`src/rtl/uart_tx_fifo.sv`:
```
// Byte FIFO feeding uart_tx: producers enqueue at full clock rate, and the
// sequencer issues one byte per frame, paced by uart_tx's active/done outputs.
module uart_tx_fifo #(
  parameter int DEPTH  = 16,
  parameter int ADDR_W = 4
) (
  input  logic              i_Clock,
  input  logic              i_Reset,
  input  logic              i_Wr_En,
  input  logic [7:0]        i_Wr_Byte,
  input  logic              i_Clear_Ovf,
  output logic              o_Full,
  output logic              o_Empty,
  output logic [ADDR_W:0]   o_Count,
  output logic              o_Overflow,
  output logic              o_Tx_DV,
  output logic [7:0]        o_Tx_Byte,
  input  logic              i_Tx_Active,
  input  logic              i_Tx_Done,
  output logic [1:0]        o_State
);

  // Handshake: a byte is accepted when i_Wr_En=1 and o_Full=0 at the clock
  // edge; a byte is handed downstream by a one-cycle o_Tx_DV pulse with
  // o_Tx_Byte valid alongside it and held until the next pulse.

  typedef enum logic [1:0] {
    IDLE      = 2'd0,
    WAIT_DONE = 2'd1,
    GAP       = 2'd2
  } state_t;

  localparam logic [ADDR_W:0]   CNT_ONE  = (ADDR_W+1)'(1);
  localparam logic [ADDR_W:0]   CNT_FULL = (ADDR_W+1)'(DEPTH);
  localparam logic [ADDR_W-1:0] PTR_ONE  = ADDR_W'(1);

  logic [7:0]        mem [DEPTH];
  logic [ADDR_W-1:0] wr_ptr;
  logic [ADDR_W-1:0] rd_ptr;
  logic [ADDR_W:0]   count_next;
  logic              push;
  logic              drop;
  logic              launch;
  logic              pop;
  logic              dv_next;
  logic [7:0]        byte_next;
  state_t            state;
  state_t            state_next;

  // Fullness is judged on the registered flag, so a same-cycle pop never rescues a write.
  assign push    = i_Wr_En && !o_Full;
  assign drop    = i_Wr_En && o_Full;
  assign launch  = !o_Empty && !i_Tx_Active;
  assign o_State = state;

  always_comb begin
    count_next = o_Count;
    if (push && !pop) begin
      count_next = o_Count + CNT_ONE;
    end else if (pop && !push) begin
      count_next = o_Count - CNT_ONE;
    end
  end

  always_ff @(posedge i_Clock) begin
    if (push) begin
      mem[wr_ptr] <= i_Wr_Byte;
    end
  end

  always_ff @(posedge i_Clock or posedge i_Reset) begin
    if (i_Reset) begin
      wr_ptr     <= '0;
      rd_ptr     <= '0;
      o_Count    <= '0;
      o_Empty    <= 1'b1;
      o_Full     <= 1'b0;
      o_Overflow <= 1'b0;
    end else begin
      if (push) begin
        wr_ptr <= wr_ptr + PTR_ONE;
      end
      if (pop) begin
        rd_ptr <= rd_ptr + PTR_ONE;
      end
      o_Count <= count_next;
      o_Empty <= (count_next == '0);
      o_Full  <= (count_next == CNT_FULL);
      // A new overflow outranks a clear in the same cycle.
      if (drop) begin
        o_Overflow <= 1'b1;
      end else if (i_Clear_Ovf) begin
        o_Overflow <= 1'b0;
      end
    end
  end

  always_ff @(posedge i_Clock or posedge i_Reset) begin
    if (i_Reset) begin
      state <= IDLE;
    end else begin
      state <= state_next;
    end
  end

  always_comb begin
    state_next = state;
    case (state)
      IDLE:      if (launch) state_next = WAIT_DONE;
      WAIT_DONE: if (i_Tx_Done) state_next = GAP;
      GAP:       state_next = IDLE;
      default:   state_next = IDLE;
    endcase
  end

  always_comb begin
    pop       = 1'b0;
    dv_next   = 1'b0;
    byte_next = o_Tx_Byte;
    if (state == IDLE && launch) begin
      pop       = 1'b1;
      dv_next   = 1'b1;
      byte_next = mem[rd_ptr];
    end
  end

  always_ff @(posedge i_Clock or posedge i_Reset) begin
    if (i_Reset) begin
      o_Tx_DV   <= 1'b0;
      o_Tx_Byte <= 8'h00;
    end else begin
      o_Tx_DV   <= dv_next;
      o_Tx_Byte <= byte_next;
    end
  end

endmodule
```
`config.mk`:
```
export PLATFORM = sky130hd
export DESIGN_NAME = uart_tx_fifo
export DESIGN_NICKNAME = d
export VERILOG_FILES = /design/src/rtl/uart_tx_fifo.sv
export SDC_FILE = /design/constraint.sdc
export NUM_CORES = 1
export LEC_CHECK = 0
export BUFFER_PORTS_ARGS = -buffer_cell sky130_fd_sc_hd__buf_4
export CAP_MARGIN = 20
export CORE_UTILIZATION = 40
export DETAILED_ROUTE_END_ITERATION = 8
export PLACE_DENSITY = 0.55
export SLEW_MARGIN = 30
export SYNTH_ARGS = -nofsm -noshare
export SYNTH_HDL_FRONTEND = slang
export SYNTH_SLANG_ARGS = --single-unit
```
`constraint.sdc`:
```
create_clock -name i_Clock -period 4.4 [get_ports i_Clock]
set_input_delay 0.22 -clock i_Clock [delete_from_list [all_inputs] [get_ports i_Clock]]
set_output_delay 0.22 -clock i_Clock [all_outputs]
set_load 0.01 [all_outputs]
```
== Yosys cells after proc, flatten, opt, wreduce, memory -nomap -nowiden ==
Memory sizes are Yosys's and may differ from the RTL's. A register that Yosys moved wholly into a read port is not among the register bits.
Index checks and enable logic that the tools add are counted.

* Bits in registers: 19
* Memory bits (writable): 128
* Input bits: 14
* Output and inout port bits: 19
* Word-level logic and storage cells: 42
* Memories kept: 1

* $add $sub $neg: 4
* Eq/ne operators: 4
* Multiplexer cells: 10
* Reductions and logical operators: 15

{| class="wikitable"
|+ Memories
! name !! words !! bits a word !! read ports !! clocked after memory_dff !! wr ports !! line !! RTL
|-
| mem || 16 || 8 || 1 || 1 || 1 || 37 || <nowiki>logic [7:0] mem [DEPTH];</nowiki>
|}

{| class="wikitable"
|+ Operators with widths
! cell !! number
|-
| 5-bit 2-to-1 mux || 2
|-
| 4-bit by 1-bit adder with 4-bit output (second input constant) || 2
|-
| 1-bit logical AND || 6
|-
| 5-bit by 1-bit adder with 5-bit output (second input constant) || 1
|-
| 5-bit equality test (second input constant) || 1
|-
| 1-bit zero test || 5
|-
| 5-bit zero test || 1
|-
| 1-bit 2-to-1 mux || 5
|-
| 5-bit by 1-bit subtractor with 5-bit output (second input constant) || 1
|-
| 2-bit 2-to-1 mux || 2
|-
| 2-bit != test (second input constant) || 2
|-
| 2-bit case mux with 2 select lines || 1
|-
| 2-bit by 1-bit equality test with 1-bit output (second input constant) || 1
|-
| 2-bit zero test || 1
|-
| 2-bit AND reduction || 1
|-
| 2-bit nonzero test || 1
|}

== Logic depth before layout (Yosys ltp) ==
Gate-level depths: netlist of run 1.

* Depth in word-level cells: 8
* Mapped depth: 7
* Depth with buffers taken out: 6

== Worst setup path after synthesis of run 1 ==
OpenSTA, ideal clock, no wires.

* Path kind: flip-flop to flip-flop
* From: reg state[0], in the netlist o_State[0]
* To: reg o_Empty
* Library setup time: 90 ps
* Data arrival time: 1783 ps
* Path slack: 2527 ps
* Stages on the path, launching flop included: 8
* Path buffers: 1
* Clock period less this slack: 1873 ps
* Cell sequence: dfrtp_1 > or4_4 > buf_6 > clkinv_8 > and3_1 > a31oi_2 > xnor2_1 > nor4_2

* Cells in the longest elaborated chain, start to end: 7
* Elaborated cells between the ends (all ways): 9
* Classes of those cells: 3 x mux; 6 x reduce/logical

{| class="wikitable"
|+ RTL lines
! what !! line !! RTL
|-
| start: declaration || 47 || <nowiki>state_t state;</nowiki>
|-
| start signal: assignment || 102 || <nowiki>state <= state_next;</nowiki>
|-
| 2-bit zero test * || 120 || <nowiki>if (state == IDLE && launch) begin</nowiki>
|-
| 1-bit logical AND * || 120 ||
|-
| 1-bit 2-to-1 mux * || 120 ||
|-
| 1-bit logical AND / 1-bit zero test (equally long branches) || 60, 58 ||
|-
| 5-bit 2-to-1 mux / 1-bit logical AND (equally long branches) || 60, 58 ||
|-
| 5-bit 2-to-1 mux * || 58 || <nowiki>if (push && !pop) begin</nowiki>
|-
| named net count_next[2] || 40 || <nowiki>logic [ADDR_W:0] count_next;</nowiki>
|-
| 5-bit zero test * || 87 || <nowiki>o_Empty <= (count_next == '0);</nowiki>
|-
| end signal: assignment || 87 ||
|-
| end: declaration || 13 || <nowiki>output logic o_Empty,</nowiki>
|}

Mark *: on every way through the listed nets, which the timed path passes. The rest lies on a longest branch.
A chain may end at the register's enable or synchronous reset.

==> impl_metrics.py, run 1 <==
metrics = {
    "grt": {
        "grt_max_degree": 28,
        "grt_pass1_wl_um": 20100,
        "grt_pass1_vias": 3227,
        "overflow": 0,
        "grt_usage": 0.180,
        "antenna_found_initial": 0,
    },
    "timing": {
        "worstMarginPinSlew_ns": 0.777,
        "fmax_ghz": 0.438,
        "layout_min_cycle_time_ns": 2.29,
        "setup_ws_ns": 2.11,
        "hold_slack_ns": 0.0211,
        "rsz0062_at_grt": "no",
        "hold_viol": 0,
        "relSlewSlack": 0.482,
        "skew_ns": 0.00796,
        "post-route-period-util": 0.519,
        "setup_tns_ns": 0,
        "finalMaxSlewViolations": 0,
        "finalSetupViolations": 0,
    },
    "routing": {
        "drc_errors": 0,
        "wl_per_cell_um": 22.1,
        "num_vias": 3145,
        "ant_nets": 0,
        "via_per_inst": 5.37,
        "firstDrtPassIters": 4,
        "totalWireLength_um": 12900,
        "drtIter0Drc": 307,
    },
    "clock_network": {
        "clk_latency_ns": 0.42,
        "htree_levels": 4,
        "cts-resized-gates": 0,
        "numCtsBuffers": 17,
        "cts_tree": "done",
        "clock_sinks": 155,
        "cts.clk_slew.worst_paths_ns": 0.06,
        "post_cts.repair.setup_buffers": 0,
        "root_buffer": "clkbuf_16",
        "clock_path_buffers": 2,
    },
    "worst_setup_path": {
        "slowest_stage": "dfrtp_1",
        "arrival_ns": 2.58,
        "worstSetupEndpointType": "flop",
        "path_cells": "buf_4 -> mux4_2 -> mux2i_1 -> nor3_1 -> a21oi_1 -> o21ai_0",
        "startpoint_type": "flop",
        "crit_fanout": 22,
        "critPathKind": "reg2reg",
        "critical-path-max-stage-delay_ns": 0.84,
        "required_ns": 4.70,
    },
    "synth": {
        "yosys_warnings": 0,
        "synthTopCellsByArea": "edfxtp_1 (61%), mux4_2 (10%), dfrtp_1 (10%)",
        "ys_ff_latch": 155,
        "ys_types": 40,
        "syn_area_um2": 6250,
        "synth_ff_type": "edfxtp_1",
        "yosysSeqAreaShare": 0.723,
        "synthCells": 342,
        "ys_async_sr_fraction": 0.174,
        "yosys.area.top_type_share": 0.615,
        "synth_edf_count": 128,
        "synth_top_area_cell": "edfxtp_1",
        "avgSynthCellArea_um2": 18.3,
        "syn_nets": 363,
    },
    "placement": {
        "dp_slack_ns": 2.08,
        "hpwl_um": 7910,
        "dp_cells": 551,
        "place.gp.congestion": 0.724,
        "io_buffers": 32,
    },
    "layout": {
        "final_cells": 586,
        "drive_above_1_share": 0.289,
        "diodes": 0,
        "final_net_count": 406,
        "syn_to_final_growth_pct": 17.0,
        "fill_cells": 1303,
    },
    "floorplanning": {
        "io_pins": 33,
        "die_h_um": 127,
        "die_area_um2": 16100,
        "initial_core_util": 0.411,
        "placementRows": 45,
        "fp.coreArea_um2": 15200,
        "die_w_um": 127,
    },
    "pwr": {
        "p_leak_uw": 0.00255,
        "p_per_area_nw_per_um2": 658,
        "ir_worst_vdd_uv": 373,
    },
    "status": {
        "status": "complete, no violations",
    },
    "worst_hold_path": {
        "min_path_type": "in2reg",
    },
    "job": {
        "max-cap-violations": 0,
    },
}
-- registers in the layout, indices dropped and copies added, names as in the netlist --
signal,cells
mem,128
o_Count,5
o_Empty,1
o_Full,1
o_Overflow,1
o_State,2
o_Tx_Byte,8
o_Tx_DV,1
rd_ptr,4
wr_ptr,4
-- synth_stat cells (6+ instances only) --
master      n
edfxtp_1  128
mux4_2     29
dfrtp_1    26
and2_1     16
nand2_1    16
o21ai_0    15
mux2i_1    14
xnor2_1    10
buf_2       8
inv_1       8
nor2_1      8
ha_1        7
a31oi_1     6
nor3_1      6
-- critical path, delay by kind of cell, from the launching register on --
family	cells	cell delay, ns
buf+inv	1	0.47
mux	2	0.55
compound gates	2	0.20
flops	1	0.84
simple gates	1	0.07
-- kinds of logic (layout without fill, tap and decap cells) --
logic type / count (synthesis) / after routing / synth area share
XOR/XNOR: 10 / 10 / 0.0140
AO/OA/AOI/OAI: 32 / 32 / 0.0324
buffers and inverters: 26 / 82 / 0.0206
adder cells (fa/ha/maj): 7 / 7 / 0.0140
AND/OR/NAND/NOR: 64 / 64 / 0.0598
multiplexers: 48 / 48 / 0.136
flip-flops: 155 / 155 / 0.723
-- power breakdown --
| group | internal [µW] | switching [µW] | total, µW |
|---|---|---|---|
| logic | 636 | 676 | 1310 |
| registers | 1830 | 214 | 2050 |
| clock network | 867 | 586 | 1450 |
| total | 3340 | 1480 | 4810 |
-- cell usage in the layout, fill, tap and decap left out, drive strengths merged, types with 3 or more instances in the layout --
| cell | synthesis | final |
|---|---|---|
| mux4 | 29 | 29 |
| edfxtp | 128 | 128 |
| dfrtp | 26 | 26 |
| dlygate4sd3 | 0 | 3 |
| nor2 | 9 | 9 |
| xnor2 | 10 | 10 |
| buf | 14 | 37 |
| clkinvlp | 0 | 5 |
| a21oi | 6 | 6 |
| o21ai | 15 | 15 |
| and2 | 16 | 16 |
| ha | 7 | 7 |
| clkbuf | 2 | 19 |
| inv | 9 | 11 |
| a31oi | 8 | 8 |
| nor4 | 3 | 3 |
| mux2i | 14 | 14 |
| mux2 | 5 | 5 |
| nand2 | 16 | 16 |
| clkinv | 1 | 5 |
| nor3 | 6 | 6 |
-- metrics by stage --
step	utilization	cell area, µm²	total power [µW]
after floorplan	-	6250	2980
after global placement	0.440	6690	3390
after detailed placement	0.440	6690	3410
after CTS	0.480	7300	4860
after global routing	0.481	7310	5070
final	0.481	7310	4810
-- path summary, 6_finish.rpt --
| check | startpoint | endpoint | slack (ns) | cells after the start |
|---|---|---|---|---|
| max reg2reg | rd_ptr[2] | o_Tx_Byte[5] | 2.11 | 6 |
| min | i_Wr_En | o_Overflow | 0.02 | 3 |
| min reg2reg | o_Tx_Byte[6] | o_Tx_Byte[6] | 0.50 | 2 |
| max in group asynchronous | i_Reset | o_Empty | 3.62 | 4 |
| max | rd_ptr[2] | o_Tx_Byte[5] | 2.11 | 6 |
| min in group asynchronous | i_Reset | o_State[1] | 0.44 | 4 |
-- layout make-up --
type	count	area [µm²]	area share
Tap cell	188	235	0.0322
Timing Repair Buffer	40	308	0.0421
Clock buffer	19	453	0.0619
Multi-Input combinational cell	161	1600	0.219
Inverter	10	50.0	0.00684
Sequential cell	155	4520	0.618
Clock inverter	13	143	0.0195
-- per-layer routing --
metal,vias up,global-route usage,share of wire
met5,-,0,0
met4,0,0.0609,0.0093
met3,8,0.0448,0.038
met2,67,0.291,0.49
met1,1654,0.239,0.46
li1,1416,-,-
-- what timing repair did --
action                                 4_1_cts  5_1_grt
hold buffers                                 2        1
setup endpoints to repair                    0        0
endpoints found under the hold margin       27        1
No activity file was read; power rests on OpenSTA's default activity.
==> inputs of run 2 (changes only) <==
- PLACE_DENSITY: 0.55 -> 0.57
- clock period: 4.4 -> 2.1 ns (I/O delays scaled with it)
==> run 2 against run 1 <==
Net effect:
- largest power group unchanged
- utilization up 0.74 points
- largest cell class unchanged
- die area unchanged
- final cell count up 1.9%
- sequential share of layout area down 0.95 points
- setup slack worse by 2.0 ns
- non-clock buffer count up 11
- critical endpoint is now o_Empty
- critical path type unchanged
- highest routed layer unchanged
==> impl_metrics.py, run 2 (synthesis results as in run 1) <==
metrics = {
    "timing": {
        "worstMarginPinSlew_ns": 0.621,
        "fmax_ghz": 0.510,
        "skew_ns": 0.00740,
        "hold_slack_ns": 0.00439,
        "rsz0062_at_grt": "no",
        "hold_viol": 0,
        "finalMaxSlewViolations": 0,
        "setup_ws_ns": 0.140,
        "layout_min_cycle_time_ns": 1.96,
        "finalSetupViolations": 0,
        "setup_tns_ns": 0,
        "post-route-period-util": 0.933,
        "relSlewSlack": 0.586,
    },
    "grt": {
        "grt_pass1_vias": 3144,
        "overflow": 0,
        "grt_pass1_wl_um": 19300,
        "antenna_found_initial": 0,
        "grt_usage": 0.171,
        "grt_max_degree": 35,
    },
    "routing": {
        "drc_errors": 0,
        "ant_nets": 0,
        "totalWireLength_um": 12600,
        "drtIter0Drc": 203,
        "firstDrtPassIters": 5,
        "num_vias": 3147,
        "wl_per_cell_um": 21.0,
        "via_per_inst": 5.27,
    },
    "worst_hold_path": {
        "worstHoldStart": "i_Wr_Byte[1]",
        "hold_end": "mem[11][1]",
        "min_path_type": "in2reg",
        "min_path_cells": 1,
    },
    "layout": {
        "top_regs": "mem x128, o_Tx_Byte x8, o_Count x5",
        "largest_reg_flops": 128,
        "largest-register": "mem",
        "final_common_cell": "edfxtp_1",
        "final_cells": 597,
        "most-common-layout-cells": "edfxtp_1 (128), buf_4 (41), mux4_2 (29), dfrtp_1 (26), clkbuf_16 (17)",
        "fin_util": 0.488,
        "drive_above_1_share": 0.303,
        "diodes": 0,
        "syn_to_final_growth_pct": 18.8,
        "final_net_count": 417,
    },
    "clock_network": {
        "clk_latency_ns": 0.42,
        "clock_path_buffers": 2,
        "htree_levels": 4,
        "post_cts.repair.setup_buffers": 0,
        "cts_tree": "done",
        "clock_sinks": 155,
        "numCtsBuffers": 17,
        "cts.clk_slew.worst_paths_ns": 0.06,
        "root_buffer": "clkbuf_16",
    },
    "placement": {
        "place.gp.congestion": 0.741,
        "io_buffers": 32,
        "dp_cells": 559,
        "dp_slack_ns": 0.0837,
        "hpwl_um": 8310,
    },
    "worst_setup_path": {
        "critPathKind": "reg2reg",
        "required_ns": 2.43,
        "worstSetupEndpointType": "flop",
        "slowest_stage": "or4_4",
        "rrSetupSlack_ns": 0.14,
        "critical-path-max-stage-delay_ns": 0.65,
        "crit_fanout": 17,
        "cp_num_buf_inv": 1,
        "arrival_ns": 2.29,
        "crit_family": "simple AND/OR/NAND/NOR gates",
        "timing.rr.start": "o_State[0]",
        "path_cells": "or4_4 -> clkinv_8 -> and3_1 -> a31oi_2 -> xnor2_1 -> nor4_2",
        "r2r-end": "o_Empty",
        "r2r.worst_path.cells": 6,
        "startpoint_type": "flop",
    },
    "job": {
        "max-cap-violations": 0,
    },
    "floorplanning": {
        "fp.coreArea_um2": 15200,
        "initial_core_util": 0.411,
        "placementRows": 45,
        "die_h_um": 127,
        "io_pins": 33,
        "die_area_um2": 16100,
        "die_w_um": 127,
    },
    "pwr": {
        "ir_worst_vdd_uv": 761,
        "p_leak_uw": 0.00262,
        "p_per_area_nw_per_um2": 1360,
    },
    "status": {
        "status": "complete, no violations",
    },
}
[run 2: worst max path at each step]
stage / from / end / slack [ns] / cells past startpoint
after global routing: o_State[0] / o_Full / 0.04 / 6
after floorplan: o_State[0] / o_Empty / 0.23 / 7
after detailed placement: o_Full / mem[3][5] / 0.08 / 3
final: o_State[0] / o_Empty / 0.14 / 6
after CTS: o_Full / mem[3][5] / 0.08 / 3
after global placement: o_Full / mem[3][5] / 0.13 / 3
[run 2: final cells by class]
type / count / area (µm²)
clock buffer: 17 / 425
tap: 188 / 235
fill: 1259 / 7780
timing repair buffer: 51 / 448
clock inverter: 15 / 140
sequential: 155 / 4520
multi-input combinational: 161 / 1610
inverter: 10 / 50.0
[run 2: metrics by stage]
| stage | power [µW] | area [µm²] |
|---|---|---|
| after floorplan | 6240 | 6250 |
| after global placement | 7320 | 6800 |
| after detailed placement | 7360 | 6800 |
| after CTS | 10300 | 7420 |
| after global routing | 10600 | 7420 |
| final | 10100 | 7420 |
[run 2: metal layers]
metal	GRT usage	wire length, µm	vias up
met5	0	0	-
li1	-	-	1433
met2	0.255	5860	95
met3	0.0389	603	13
met4	0.0567	156	0
met1	0.249	5940	1606
[run 2: worst register-to-register path, stage by stage, from the launching register on]
cell and delay [ns]:
dfrtp_1 0.38, or4_4 0.65, clkinv_8 0.13, and3_1 0.17
a31oi_2 0.05, xnor2_1 0.19, nor4_2 0.30
[run 2: where the power goes]
| part | total (µW) | internal [µW] | switching [µW] |
|---|---|---|---|
| sequential | 4170 | 3840 | 328 |
| combinational | 3090 | 1460 | 1630 |
| clock | 2880 | 1640 | 1230 |
| total | 10100 | 6940 | 3190 |
[run 2: what timing repair did]
item / in CTS / in global routing
resized for setup: 0 / 3
hold buffers: 6 / 0
setup endpoints to repair: 0 / 24
hold endpoints to repair: 31 / 0
==> inputs of run 3 (changes only) <==
- CORE_UTILIZATION: 40 -> 54
- PLACE_DENSITY: 0.57 -> 0.74
==> run 3 against run 2 <==
Net effect:
- worst hold slack better by 0.0067 ns
- register-to-register slack hardly changed
- sequential share of layout area is 0.36 points higher
- non-clock buffer count is 4 higher
- clock skew hardly changed
- final cell count is 7.4% lower
- global-route usage is 5.6 points higher
- wire length is 5.4% lower
- largest power group unchanged
- power is 0.19% lower
==> impl_metrics.py, run 3 (synthesis results as in run 1) <==
metrics = {
    "timing": {
        "fmax_ghz": 0.512,
        "worstMarginPinSlew_ns": 0.574,
        "hold_slack_ns": 0.0111,
        "finalMaxSlewViolations": 0,
        "relSlewSlack": 0.617,
        "setup_tns_ns": 0,
        "post-route-period-util": 0.930,
        "finalSetupViolations": 0,
        "layout_min_cycle_time_ns": 1.95,
        "skew_ns": 0.00778,
        "rsz0062_at_grt": "no",
        "setup_ws_ns": 0.147,
        "hold_viol": 0,
    },
    "worst_setup_path": {
        "startpoint_type": "flop",
        "required_ns": 2.42,
        "critPathLaunch": "o_State[0]",
        "worstSetupEndpointType": "flop",
        "timing.rr.start": "o_State[0]",
        "r2r.worst_path.cells": 6,
        "crit_fanout": 17,
        "arrival_ns": 2.28,
        "critPathKind": "reg2reg",
        "slowest_stage": "or4_4",
        "critical-path-max-stage-delay_ns": 0.66,
        "path_cells": "or4_4 -> clkinv_8 -> and3_1 -> a31oi_2 -> xnor2_1 -> nor4b_2",
    },
    "grt": {
        "overflow": 0,
        "grt_pass1_vias": 3339,
        "grt_max_degree": 32,
        "grt_usage": 0.227,
        "antenna_found_initial": 0,
        "grt_pass1_wl_um": 18500,
    },
    "layout": {
        "largest-register": "mem",
        "largest_reg_flops": 128,
        "syn_to_final_growth_pct": 18.1,
        "diodes": 0,
        "final_net_count": 421,
        "fin_util": 0.666,
        "most-common-layout-cells": "edfxtp_1 (128), buf_4 (43), mux4_2 (29), dfrtp_1 (26), clkbuf_16 (17)",
        "final_common_cell": "edfxtp_1",
        "drive_above_1_share": 0.291,
        "top_regs": "mem x128, o_Tx_Byte x8, o_Count x5",
    },
    "routing": {
        "via_per_inst": 5.67,
        "drc_errors": 0,
        "num_vias": 3138,
        "totalWireLength_um": 11900,
        "drtIter0Drc": 172,
        "wl_per_cell_um": 21.5,
        "ant_nets": 0,
        "firstDrtPassIters": 5,
    },
    "clock_network": {
        "clock_path_buffers": 2,
        "cts_tree": "done",
        "htree_levels": 4,
        "cts.clk_slew.worst_paths_ns": 0.06,
        "numCtsBuffers": 17,
        "clock_sinks": 155,
        "root_buffer": "clkbuf_16",
        "clk_latency_ns": 0.41,
    },
    "pwr": {
        "p_int_uw": 7050,
        "pwr-share-comb": 0.301,
        "p_clk_frac": 0.285,
        "p_leak_uw": 0.00263,
        "p_switching_uw": 3070,
        "p_per_area_nw_per_um2": 1370,
        "p_sw_frac": 0.303,
        "seqPwrFrac": 0.414,
        "ir_worst_vdd_uv": 1100,
    },
    "placement": {
        "hpwl_um": 7670,
        "place.gp.congestion": 0.818,
        "io_buffers": 32,
        "dp_slack_ns": 0.149,
    },
    "floorplanning": {
        "fp.coreArea_um2": 11100,
        "io_pins": 33,
        "die_w_um": 110,
        "die_h_um": 110,
        "initial_core_util": 0.564,
        "die_area_um2": 12000,
        "placementRows": 38,
    },
    "status": {
        "status": "complete, no violations",
    },
    "worst_hold_path": {
        "worstHoldStart": "i_Wr_Byte[6]",
        "min_path_type": "in2reg",
        "min_path_cells": 1,
    },
    "job": {
        "max-cap-violations": 0,
    },
}
==> run 3: cell count changes in the layout (fill, tap and decap cells not counted), sizes merged <==
cell	delta
dlygate4sd3	+3
inv	-4
clkbuf	+2
buf	+1
clkinvlp	+1
bufinv	+1
==> run 3: area by class of cell <==
cell class	instances	area [µm²]
Sequential cell	155	4520
Fill cell	736	3700
Clock buffer	19	433
Tap cell	140	175
Clock inverter	13	128
Inverter	10	50.0
Timing Repair Buffer	55	473
Multi-Input combinational cell	161	1600
==> run 3: timing repair <==
| action | in CTS | in global routing |
|---|---|---|
| resized for setup | 0 | 0 |
| hold buffers | 9 | 0 |
| hold endpoints to repair | 100 | 0 |
| setup buffers | 0 | 0 |
| endpoints found under the setup margin | 0 | 0 |
==> run 3: layer usage <==
| metal | global-route usage | share of wire | up-vias |
|---|---|---|---|
| li1 | - | - | 1447 |
| met1 | 0.294 | 0.42 | 1616 |
| met2 | 0.372 | 0.52 | 61 |
| met3 | 0.0557 | 0.045 | 14 |
| met4 | 0.0886 | 0.0099 | 0 |
| met5 | 0 | 0 | - |
==> run 3: worst paths after layout <==
| path | to | slack [ns] |
|---|---|---|
| min in group asynchronous | o_State[1] | 0.31 |
| setup reg to reg | o_Full | 0.15 |
| hold reg to reg | o_Tx_Byte[6] | 0.50 |
| setup / recovery | o_Full | 0.15 |
| hold / removal | mem[1][6] | 0.01 |
| max in group asynchronous | o_Empty | 1.48 |
==> run 3: worst max-delay path, delay by kind of cell (launching register included) <==
family                 cells  cell delay, ns
AND/OR/NAND/NOR            3            1.11
flip-flops                 1            0.39
XOR/XNOR                   1            0.19
buffers and inverters      1            0.12
AO/OA/AOI/OAI              1            0.04
==> run 3: stage by stage <==
stage          cell area, µm²  power [µW]  std cells
2_1_floorplan            6250        6240        342
3_3_place_gp             6730        7190        512
3_5_place_dp             6730        7290        512
4_1_cts                  7380       10200        553
5_1_grt                  7380       10600        553
6_report                 7380       10100        553
==> run 3: power by group through the flow <==
stage          Combinational [µW]  Sequential, µW  Clock (µW)
3_3_place_gp                 2980            4210           0
2_1_floorplan                2060            4170           0
5_1_grt                      3320            4240        3060
3_5_place_dp                 3050            4250           0
6_report                     3050            4180        2880
4_1_cts                      3090            4190        2930
